File: src/rtl/imem_dmem_arbiter_if.sv
`default_nettype none
// ============================================================================
//  Module   : imem_dmem_arbiter_if
//  Brief    : Requester and memory bus bundle shared by the IF/D arbiter.
//  Revision : 1.0 - initial release
// ============================================================================
interface imem_dmem_arbiter_if #(
    parameter int ADDR_WIDTH = 32,
    parameter int DATA_WIDTH = 32
);
    logic                  if_req;
    logic [ADDR_WIDTH-1:0] if_addr;
    logic                  if_gnt;
    logic                  if_rvalid;
    logic [DATA_WIDTH-1:0] if_rdata;

    logic                  d_req;
    logic                  d_we;
    logic [3:0]            d_be;
    logic [ADDR_WIDTH-1:0] d_addr;
    logic [DATA_WIDTH-1:0] d_wdata;
    logic                  d_gnt;
    logic                  d_rvalid;
    logic [DATA_WIDTH-1:0] d_rdata;

    logic                  mem_en;
    logic [3:0]            mem_we;
    logic [ADDR_WIDTH-1:0] mem_addr;
    logic [DATA_WIDTH-1:0] mem_wdata;
    logic [DATA_WIDTH-1:0] mem_rdata;

    // Arbiter side
    modport slave (
        input  if_req, if_addr,
        output if_gnt, if_rvalid, if_rdata,
        input  d_req, d_we, d_be, d_addr, d_wdata,
        output d_gnt, d_rvalid, d_rdata,
        output mem_en, mem_we, mem_addr, mem_wdata,
        input  mem_rdata
    );

    // Pipeline and memory side
    modport master (
        output if_req, if_addr,
        input  if_gnt, if_rvalid, if_rdata,
        output d_req, d_we, d_be, d_addr, d_wdata,
        input  d_gnt, d_rvalid, d_rdata,
        input  mem_en, mem_we, mem_addr, mem_wdata,
        output mem_rdata
    );
endinterface
`default_nettype wire

File: src/rtl/imem_dmem_arbiter.sv
`default_nettype none
// ============================================================================
//  Module   : imem_dmem_arbiter
//  Brief    : Single-port memory arbiter, data-priority with IF starvation
//             guard. Optional fetch-stall counter: define ARB_STALL_CNT_EN.
//  Revision : 1.0 - initial release
// ============================================================================
module imem_dmem_arbiter #(
    parameter int ADDR_WIDTH   = 32,
    parameter int DATA_WIDTH   = 32,
    parameter int STARVE_LIMIT = 4
) (
    input  logic                clk,
    input  logic                rst,
    imem_dmem_arbiter_if.slave  bus
`ifdef ARB_STALL_CNT_EN
    ,
    output logic [31:0]         if_stall_cnt
`endif
);

    localparam logic [3:0] c_starve_limit = 4'(STARVE_LIMIT);

    logic                  r_resp_if;
    logic                  r_resp_d;
    logic                  r_resp_st;
    logic [3:0]            r_starve_cnt;

    logic                  w_starved;
    logic                  w_if_gnt;
    logic                  w_d_gnt;
    logic [ADDR_WIDTH-1:0] w_mem_addr;
    logic [DATA_WIDTH-1:0] w_mem_wdata;
    logic [3:0]            w_mem_we;

    // IF only wins a conflict once it has been denied STARVE_LIMIT times in a row
    assign w_starved = (r_starve_cnt == c_starve_limit);
    assign w_if_gnt  = ~rst & bus.if_req & (~bus.d_req | w_starved);
    assign w_d_gnt   = ~rst & bus.d_req  & ~(bus.if_req & w_starved);

    always_comb begin
        w_mem_addr  = bus.if_addr;
        w_mem_wdata = '0;
        w_mem_we    = 4'b0000;
        if (w_d_gnt) begin
            w_mem_addr  = bus.d_addr;
            w_mem_wdata = bus.d_wdata;
            if (bus.d_we) begin
                w_mem_we = bus.d_be;
            end
        end
    end

    assign bus.if_gnt    = w_if_gnt;
    assign bus.d_gnt     = w_d_gnt;
    assign bus.mem_en    = w_if_gnt | w_d_gnt;
    assign bus.mem_we    = w_mem_we;
    assign bus.mem_addr  = w_mem_addr;
    assign bus.mem_wdata = w_mem_wdata;

    always_ff @(posedge clk or posedge rst) begin
        if (rst) begin
            r_resp_if    <= 1'b0;
            r_resp_d     <= 1'b0;
            r_resp_st    <= 1'b0;
            r_starve_cnt <= 4'd0;
        end else begin
            r_resp_if <= w_if_gnt;
            r_resp_d  <= w_d_gnt;
            r_resp_st <= w_d_gnt & bus.d_we;
            if (~bus.if_req | w_if_gnt) begin
                r_starve_cnt <= 4'd0;
            end else if (!w_starved) begin
                r_starve_cnt <= r_starve_cnt + 4'd1;
            end
        end
    end

    // Memory read data lands one cycle after the grant; stores return zero
    assign bus.if_rvalid = r_resp_if;
    assign bus.d_rvalid  = r_resp_d;
    assign bus.if_rdata  = bus.mem_rdata;
    assign bus.d_rdata   = r_resp_st ? '0 : bus.mem_rdata;

`ifdef ARB_STALL_CNT_EN
    logic [31:0] r_stall_cnt;

    always_ff @(posedge clk or posedge rst) begin
        if (rst) begin
            r_stall_cnt <= 32'd0;
        end else if (bus.if_req & ~w_if_gnt & ~(&r_stall_cnt)) begin
            r_stall_cnt <= r_stall_cnt + 32'd1;
        end
    end

    assign if_stall_cnt = r_stall_cnt;
`endif

endmodule
`default_nettype wire

File: src/flat_wrapper.sv
// flat-port wrapper written by rule: the top's interface ports become plain ports
module imem_dmem_arbiter_flat 
#(
    parameter int ADDR_WIDTH   = 32,
    parameter int DATA_WIDTH   = 32,
    parameter int STARVE_LIMIT = 4
)
  (clk, rst, bus_if_req, bus_if_addr, bus_if_gnt, bus_if_rvalid, bus_if_rdata, bus_d_req, bus_d_we, bus_d_be, bus_d_addr, bus_d_wdata, bus_d_gnt, bus_d_rvalid, bus_d_rdata, bus_mem_en, bus_mem_we, bus_mem_addr, bus_mem_wdata, bus_mem_rdata);
  imem_dmem_arbiter_if #(.ADDR_WIDTH(ADDR_WIDTH), .DATA_WIDTH(DATA_WIDTH)) bus_i ();
  input  logic clk;
  input  logic rst;
  input wire logic [$bits(bus_i.if_req)-1:0] bus_if_req;
  input wire logic [$bits(bus_i.if_addr)-1:0] bus_if_addr;
  output wire logic [$bits(bus_i.if_gnt)-1:0] bus_if_gnt;
  output wire logic [$bits(bus_i.if_rvalid)-1:0] bus_if_rvalid;
  output wire logic [$bits(bus_i.if_rdata)-1:0] bus_if_rdata;
  input wire logic [$bits(bus_i.d_req)-1:0] bus_d_req;
  input wire logic [$bits(bus_i.d_we)-1:0] bus_d_we;
  input wire logic [$bits(bus_i.d_be)-1:0] bus_d_be;
  input wire logic [$bits(bus_i.d_addr)-1:0] bus_d_addr;
  input wire logic [$bits(bus_i.d_wdata)-1:0] bus_d_wdata;
  output wire logic [$bits(bus_i.d_gnt)-1:0] bus_d_gnt;
  output wire logic [$bits(bus_i.d_rvalid)-1:0] bus_d_rvalid;
  output wire logic [$bits(bus_i.d_rdata)-1:0] bus_d_rdata;
  output wire logic [$bits(bus_i.mem_en)-1:0] bus_mem_en;
  output wire logic [$bits(bus_i.mem_we)-1:0] bus_mem_we;
  output wire logic [$bits(bus_i.mem_addr)-1:0] bus_mem_addr;
  output wire logic [$bits(bus_i.mem_wdata)-1:0] bus_mem_wdata;
  input wire logic [$bits(bus_i.mem_rdata)-1:0] bus_mem_rdata;
  assign bus_i.if_req = bus_if_req;
  assign bus_i.if_addr = bus_if_addr;
  assign bus_if_gnt = bus_i.if_gnt;
  assign bus_if_rvalid = bus_i.if_rvalid;
  assign bus_if_rdata = bus_i.if_rdata;
  assign bus_i.d_req = bus_d_req;
  assign bus_i.d_we = bus_d_we;
  assign bus_i.d_be = bus_d_be;
  assign bus_i.d_addr = bus_d_addr;
  assign bus_i.d_wdata = bus_d_wdata;
  assign bus_d_gnt = bus_i.d_gnt;
  assign bus_d_rvalid = bus_i.d_rvalid;
  assign bus_d_rdata = bus_i.d_rdata;
  assign bus_mem_en = bus_i.mem_en;
  assign bus_mem_we = bus_i.mem_we;
  assign bus_mem_addr = bus_i.mem_addr;
  assign bus_mem_wdata = bus_i.mem_wdata;
  assign bus_i.mem_rdata = bus_mem_rdata;
  imem_dmem_arbiter #(.ADDR_WIDTH(ADDR_WIDTH), .DATA_WIDTH(DATA_WIDTH), .STARVE_LIMIT(STARVE_LIMIT)) u_core (.clk(clk), .rst(rst), .bus(bus_i));
endmodule
File: config.mk
export PLATFORM = sky130hd
export DESIGN_NAME = imem_dmem_arbiter_flat
export DESIGN_NICKNAME = d
export VERILOG_FILES = /design/src/rtl/imem_dmem_arbiter_if.sv /design/src/rtl/imem_dmem_arbiter.sv /design/src/flat_wrapper.sv
export SDC_FILE = /design/constraint.sdc
export NUM_CORES = 1
export LEC_CHECK = 0
export BUFFER_PORTS_ARGS = -buffer_cell sky130_fd_sc_hd__clkbuf_2
export CORE_AREA = 4 4 103 105
export DETAILED_ROUTE_END_ITERATION = 10
export DIE_AREA = 0 0 107 109
export PLACE_DENSITY_LB_ADDON = 0.1
export SYNTH_ARGS = -nofsm -noshare
export SYNTH_HDL_FRONTEND = slang
export SYNTH_SLANG_ARGS = --single-unit
File: constraint.sdc
create_clock -name clk -period 2.4 [get_ports clk]
set_input_delay 0.24 -clock clk [delete_from_list [all_inputs] [get_ports clk]]
set_output_delay 0.24 -clock clk [all_outputs]
set_load 0.01 [all_outputs]
Yosys cells after proc, flatten, opt, wreduce, memory -nomap -nowiden
Index checks and enable logic that the tools add are counted.
{ "op_classes": {"n_addsub": 1, "multipliers": 0, "div_mod_pow": 0, "n_lt_le_gt_ge": 0, "n_eq_ne": 2, "n_shift": 0, "muxes": 7, "bitwise_logic": 13, "reduce_logical": 0} }
{ "op_table": {"columns": ["cell", "n"], "rows": [
  ["32-bit two-way mux", 3],
  ["4-bit two-way mux", 4],
  ["1-bit bitwise AND", 6],
  ["4-bit by 1-bit adder with 4-bit output (second input constant)", 1],
  ["4-bit by 3-bit equality test with 1-bit output (second input constant)", 1],
  ["1-bit NOT", 4],
  ["1-bit bitwise OR", 3],
  ["2-bit inequality test (second input constant)", 1]
]} }
{ "word_totals": {"ff_bits": 7, "latch_bits": 0, "ram_bits": 0, "rom_bits": 0, "n_memories": 0} }

Depth between registers and ports, before layout
Gate-level depths: netlist (run 1).
{ "logic_depth": {"word_depth": 5, "mapped_depth": 7} }

Worst setup path after synthesis (run 1)
OpenSTA, ideal clock, no wires.
{ "synth_timing": {"path_kind": "register to output", "startpoint": "register u_core.r_starve_cnt[0]", "endpoint": "output bus_mem_addr[0]", "t_arrival_ps": 1535, "t_required_ps": 2160, "path_slack_ps": 625, "stages_incl_launch_ff": 8, "n_path_buf": 2, "path_cell_list": "dfrtp_1 -> inv_1 -> ha_1 -> nand3b_4 -> o211a_1 -> buf_6 -> buf_6 -> mux2_4"} }
{ "synth_between": {"elab_chain_len": 5} }
{ "synth_rtl": {"columns": ["item", "line", "rtl"], "rows": [
  ["from (decl)", "imem_dmem_arbiter.sv:27", "logic [3:0] r_starve_cnt;"],
  ["from (signal assigned)", "imem_dmem_arbiter.sv:74", "r_starve_cnt <= r_starve_cnt + 4'd1;"],
  ["4-bit by 3-bit equality test with 1-bit output", "imem_dmem_arbiter.sv:37", "assign w_starved = (r_starve_cnt == c_starve_limit);"],
  ["1-bit bitwise AND", "imem_dmem_arbiter.sv:39", "assign w_d_gnt = ~rst & bus.d_req & ~(bus.if_req & w_starved);"],
  ["1-bit NOT", "imem_dmem_arbiter.sv:39", null],
  ["1-bit bitwise AND", "imem_dmem_arbiter.sv:39", null],
  ["32-bit two-way mux", "imem_dmem_arbiter.sv:45", "if (w_d_gnt) begin"],
  ["to (decl)", "flat_wrapper.sv:27", "output wire logic [$bits(bus_i.mem_addr)-1:0] bus_mem_addr;"]
]} }
Every way passes these cells.

Worst setup path after layout (run 1)
{ "layout_timing": {"startpoint": "register u_core.r_starve_cnt[0]", "endpoint": "output bus_mem_addr[11]"} }
The elaborated chain is that of the path after synthesis.

==> impl_metrics.py, run 1 <==
metrics = {
    "run_status": {
        "outcome": "complete, no violations",
    },
    "global_route": {
        "grt_pass1_vias": 2009,
        "grt_pass1_wl_um": 10110,
        "grt-ovfl-total": 0,
        "grt_use_total": 0.1119,
        "antenna_found_initial": 0,
        "grt_max_degree": 72,
    },
    "run": {
        "cap_violations": 0,
    },
    "critical_path": {
        "cp-end-kind": "output port",
        "r2r.worst_path.cells": 6,
        "r2r_end": "u_core.r_resp_st",
        "crit_start": "u_core.r_starve_cnt[0]",
        "crit_required_ns": 2.16,
        "crit_fanout": 71,
        "critPathMaxStageDelay_ns": 0.40,
        "endpoint": "bus_mem_addr[11]",
        "cp_slowest_cell": "dfrtp_1",
        "critPathLaunchType": "flip-flop",
        "crit_chain": "inv_1, ha_1, nand3b_4, o211a_4, buf_12, mux2_4, clkbuf_2",
        "cp_data_arrival_time_ns": 2.03,
        "reg2reg_from": "u_core.r_starve_cnt[0]",
        "crit_type": "flip-flop to output port",
        "rrSetupSlack_ns": 0.79,
    },
    "timing": {
        "max_freq_ghz": 0.4415,
        "rsz0062_at_grt": "no",
        "layout_min_cycle_time_ns": 2.265,
        "max-slew-margin-rel": 0.3542,
        "drv_slew": 0,
        "min_period_over_period": 0.9438,
        "hold_ws_ns": 0.07745,
        "hold_viol_final": 0,
        "worst_pin_slew_ns": 0.9686,
        "fin_skew_ns": 0.001287,
        "finalSetupViolations": 0,
        "fin_tns_setup_ns": 0,
    },
    "final_layout": {
        "fin_area_mm2": 0.002861,
        "antenna_cells": 0,
        "nets": 550,
        "final_cell_mix": "clkbuf_2 (273), and2_1 (34), mux2_4 (32), nor2b_1 (32), dfrtp_1 (7)",
        "multiInputGateArea_mm2": 0.001066,
        "register_area_um2": 175.2,
        "layout-drive-gt1-share": 0.7610,
        "area_growth_pct": 82.52,
        "layout_commonest_cell": "clkbuf_2",
        "fill_cells": 1092,
    },
    "hold_path": {
        "hp-class": "input pin to asynchronous set/reset pin",
    },
    "clock_tree": {
        "tritoncts": "yes",
        "numClockSinks": 7,
        "clk_pin_slew_worst_paths_ns": 0.04,
        "cts_resized": 0,
        "htreeDepth": 1,
        "cts_hold_buf": 0,
        "cts_max_path_buffers": 2,
        "insertion_delay_ns": 0.23,
        "cts_buffers": 3,
        "cts_root_buf": "clkbuf_8",
        "post_cts_buffers": 0,
    },
    "floorplanning": {
        "row_count": 36,
        "die_y_um": 109,
        "boundaryPins": 274,
        "die_area_mm2": 0.01166,
        "fp.dieW_um": 107,
        "coreArea_mm2": 0.009639,
        "initial_utilization": 0.1626,
    },
    "place": {
        "gp_congestion": 0.7047,
        "io_buffers": 273,
        "place_hpwl_um": 6974,
        "placed_area_mm2": 0.002816,
    },
    "yosys": {
        "synthDistinctLibCells": 23,
        "avgSynthCellArea_um2": 9.010,
        "netlist_instances": 174,
        "synth-warning-count": 0,
        "ys_seq_area_frac": 0.1117,
        "mappedNetlistArea_mm2": 0.001568,
        "syn-num-nets": 313,
        "synth_seq_cells": 7,
    },
    "routing": {
        "drc": 0,
        "post_drt_via_cell_ratio": 3.801,
        "ant_nets": 0,
        "drt-total-wl_um": 7650,
        "via_count": 2064,
        "wl_per_cell_um": 14.09,
        "drt_iter0_drc": 62,
        "dr.pass1.iters": 4,
    },
    "power": {
        "ir_drop_uv": 122.9,
        "powerDensity_mw_per_mm2": 281.1,
        "cellLeakagePower_nw": 1.792,
    },
}
## metrics by stage
stage | power, mW | setup WS, ns | instances | utilization
after global routing | 0.8621 | 0.04642 | 543 | 0.2969
after global placement | 0.6502 | 0.3979 | 539 | 0.2922
after floorplan | 0.4186 | 0.6253 | 174 | -
after CTS | 0.8180 | 0.1409 | 543 | 0.2969
final | 0.8045 | 0.1349 | 543 | 0.2969
after detailed placement | 0.6475 | 0.3848 | 539 | 0.2922
## cell families after synthesis
family | Yosys count | share of synthesized area
DFF | 7 | 0.1117
muxes | 32 | 0.3065
buffers and inverters | 47 | 0.2131
adders and majority gates | 2 | 0.01596
AOI/OAI and AO/OA | 7 | 0.03113
and+or+nand+nor | 77 | 0.3105
xor gates and xnor gates | 2 | 0.01118
## area by class of cell
type,instances,area share
clock buffer,4,0.01574
sequential,7,0.06122
timing repair buffer,275,0.4871
multi-input combinational,120,0.3725
tap,133,0.05816
inverter,4,0.005247
## cells in the mapped netlist, drive strengths merged
master | count | area share
nand3 | 2 | 0.0064
buf | 37 | 0.19
o21ai | 1 | 0.0032
o32ai | 1 | 0.0056
and3 | 4 | 0.016
or3 | 1 | 0.0040
o211a | 1 | 0.0064
inv | 4 | 0.0096
nor2 | 2 | 0.0048
nand3b | 1 | 0.013
a211oi | 1 | 0.0048
mux2 | 32 | 0.31
and2 | 34 | 0.14
ha | 2 | 0.016
clkbuf | 6 | 0.014
xor2 | 1 | 0.0056
o211ai | 1 | 0.0048
nor2b | 32 | 0.13
nor3 | 1 | 0.0032
a21oi | 2 | 0.0064
dfrtp | 7 | 0.11
xnor2 | 1 | 0.0056
## metal layers
| layer | global-route usage | part of all wire | vias to the layer above | routed length [um] |
|---|---|---|---|---|
| met1 | 0.09390 | 0.29 | 876 | 2184 |
| met4 | 0.03836 | 0.023 | 0 | 175 |
| met3 | 0.04204 | 0.14 | 9 | 1049 |
| met2 | 0.2352 | 0.55 | 169 | 4241 |
| met5 | 0 | 0 | - | 0 |
| li1 | - | - | 1010 | - |
## state kept, by name, indices dropped and copies added, names as in the netlist
| register | count |
|---|---|
| u_core.r_starve_cnt | 4 |
| u_core.bus.d_rvalid | 1 |
| u_core.bus.if_rvalid | 1 |
| u_core.r_resp_st | 1 |
## power breakdown
part           switching, mW  internal [mW]
clock network         0.0537          0.115
registers             0.0116          0.125
logic                  0.227          0.272
## how the worst min path moves through the flow
| stage | from | endpoint | slack, ns | cells after the start |
|---|---|---|---|---|
| after floorplan | rst | u_core.bus.d_rvalid | 0.06 | 1 |
| after global placement | rst | u_core.bus.if_rvalid | 0.33 | 3 |
| after detailed placement | rst | u_core.r_starve_cnt[0] | 0.33 | 3 |
| after CTS | rst | u_core.r_starve_cnt[0] | 0.09 | 3 |
| after global routing | rst | u_core.r_starve_cnt[0] | 0.10 | 3 |
| final | rst | u_core.r_starve_cnt[0] | 0.08 | 3 |
## critical path, delay by kind of cell, from the launching register on
family | cells | cell delay, ns
buffers and inverters | 3 | 0.48
flip-flops | 1 | 0.40
multiplexers | 1 | 0.34
adder cells (fa/ha/maj) | 1 | 0.22
AO/OA/AOI/OAI | 1 | 0.17
AND/OR/NAND/NOR | 1 | 0.11
Note: power is estimated with default switching activity, not from simulation.
==> run 2: changes to the inputs <==
==> constraint.sdc (replaced) <==
create_clock -name clk -period 2.4 [get_ports clk]
set_input_delay 0.48 -clock clk [delete_from_list [all_inputs] [get_ports clk]]
set_output_delay 0.48 -clock clk [all_outputs]
set_load 0.01 [all_outputs]
==> impl_metrics.py, run 2 (synthesis gave the netlist of run 1 again) <==
metrics = {
    "run_status": {
        "outcome": "complete, no violations",
    },
    "routing": {
        "post_drt_via_cell_ratio": 3.907,
        "wl_per_cell_um": 15.82,
        "ant_nets": 0,
        "drt-total-wl_um": 8844,
        "drc": 0,
        "via_count": 2184,
        "dr.pass1.iters": 4,
        "drt_iter0_drc": 64,
    },
    "clock_tree": {
        "htreeDepth": 1,
        "cts_root_buf": "clkbuf_8",
        "insertion_delay_ns": 0.23,
        "clk_pin_slew_worst_paths_ns": 0.04,
        "tritoncts": "yes",
        "cts_buffers": 3,
        "numClockSinks": 7,
        "cts_hold_buf": 0,
        "cts_max_path_buffers": 2,
    },
    "place": {
        "io_buffers": 273,
        "place_hpwl_um": 7042,
        "gp_congestion": 0.7864,
        "dp_slack_ns": 0.1259,
    },
    "floorplanning": {
        "die_area_mm2": 0.01166,
        "initial_utilization": 0.1626,
        "coreArea_mm2": 0.009639,
        "row_count": 36,
        "die_y_um": 109,
        "boundaryPins": 274,
        "fp.dieW_um": 107,
    },
    "power": {
        "cellLeakagePower_nw": 1.959,
        "powerDensity_mw_per_mm2": 280.0,
        "ir_drop_uv": 133.6,
    },
    "critical_path": {
        "crit_type": "flip-flop to output port",
        "crit_fanout": 5,
        "critPathMaxStageDelay_ns": 0.39,
        "crit_required_ns": 1.92,
        "critPathLaunchType": "flip-flop",
        "cp-end-kind": "output port",
        "crit_chain": "inv_2, ha_4, nand3b_4, o211a_4, clkbuf_16, mux2_4, buf_6",
        "cp_data_arrival_time_ns": 1.89,
        "cp_slowest_cell": "dfrtp_1",
        "critPathBufInv": 3,
        "critical-path-top-delay-family": "buffers and inverters",
    },
    "final_layout": {
        "nets": 566,
        "top_register": "u_core.r_starve_cnt",
        "antenna_cells": 0,
        "area_growth_pct": 108.6,
        "largest_register_ffs": 4,
        "final_cell_mix": "clkbuf_2 (253), and2_1 (34), mux2_4 (32), nor2b_1 (32), buf_6 (21)",
        "layout_commonest_cell": "clkbuf_2",
        "layout-drive-gt1-share": 0.7770,
    },
    "timing": {
        "fin_ws_ns": 0.03334,
        "fin_skew_ns": 0.001048,
        "drv_slew": 0,
        "layout_min_cycle_time_ns": 2.367,
        "finalSetupViolations": 0,
        "min_period_over_period": 0.9861,
        "worst_pin_slew_ns": 0.9261,
        "max-slew-margin-rel": 0.3826,
        "fin_tns_setup_ns": 0,
        "max_freq_ghz": 0.4225,
        "hold_viol_final": 0,
    },
    "hold_path": {
        "hp-class": "input pin to asynchronous set/reset pin",
    },
    "global_route": {
        "grt_use_total": 0.1233,
        "grt_max_degree": 36,
        "grt_pass1_wl_um": 11140,
        "antenna_found_initial": 0,
        "grt-ovfl-total": 0,
        "grt_pass1_vias": 2116,
    },
    "run": {
        "cap_violations": 0,
    },
}
==> run 2: cell types whose count changed in the layout (fill, tap and decap cells not counted), moves of 2 or more <==
cell / previous run / this run
buf_6: 0 / 21
inv_2: 0 / 2
buf_4: 1 / 8
inv_1: 4 / 2
clkbuf_16: 0 / 4
buf_16: 0 / 4
clkbuf_2: 273 / 253
==> run 2: final timing paths <==
path                                   startpoint                      to  slack, ns  depth (start not counted)
max                        u_core.r_starve_cnt[1]         bus_mem_addr[5]       0.03                          7
min                                           rst        u_core.r_resp_st       0.38                          3
max in group asynchronous                     rst     u_core.bus.d_rvalid       1.89                          3
max reg2reg                u_core.r_starve_cnt[1]        u_core.r_resp_st       0.88                          6
min in group clk                       bus_if_req    u_core.bus.if_rvalid       0.54                          2
min reg2reg                u_core.r_starve_cnt[3]  u_core.r_starve_cnt[3]       0.59                          2
==> run 2: metal layers <==
metal / part of all wire / global-route usage
met2: 0.56 / 0.2531
met5: 0 / 0
met1: 0.31 / 0.1168
met3: 0.12 / 0.03612
met4: 0.015 / 0.03562
==> run 2: cell type report <==
cell class	instances	area (um2)
clock buffer	4	45.04
fill	1035	6369
inverter	4	15.01
multi-input combinational	121	1096
sequential	7	175.2
tap	133	166.4
timing repair buffer	290	1773
==> run 2: where the power goes <==
| part | internal [mW] | leakage, nW | switching (mW) | total (mW) |
|---|---|---|---|---|
| Clock | 0.115 | 0.0228 | 0.0538 | 0.169 |
| Combinational | 0.352 | 1.84 | 0.260 | 0.612 |
| Sequential | 0.125 | 0.0939 | 0.0102 | 0.135 |
==> run 2: per-stage QoR <==
step	utilization	hold WS, ns	cells	instance area [um2]	total power, mW
floorplan	-	0.2972	174	1568	0.4186
global placement	0.2922	0.5471	539	2816	0.6495
detailed placement	0.2922	0.5486	539	2816	0.6494
CTS	0.3091	0.3100	548	2979	0.8558
global route	0.3393	0.4310	559	3271	0.9764
finish	0.3393	0.3828	559	3271	0.9157
==> run 2: timing repair <==
action	CTS	global route
setup buffers	2	5
cloned	3	6
pin swaps	1	1
gates resized for setup	8	47
setup endpoints to repair	39	32
==> run 2: worst register-to-register path: cells and delay by family (launching register included) <==
kind | cells | cell delay (ns)
flops | 1 | 0.39
compound gates | 1 | 0.32
buf+inv | 2 | 0.28
simple gates | 2 | 0.28
fa+ha+maj | 1 | 0.14
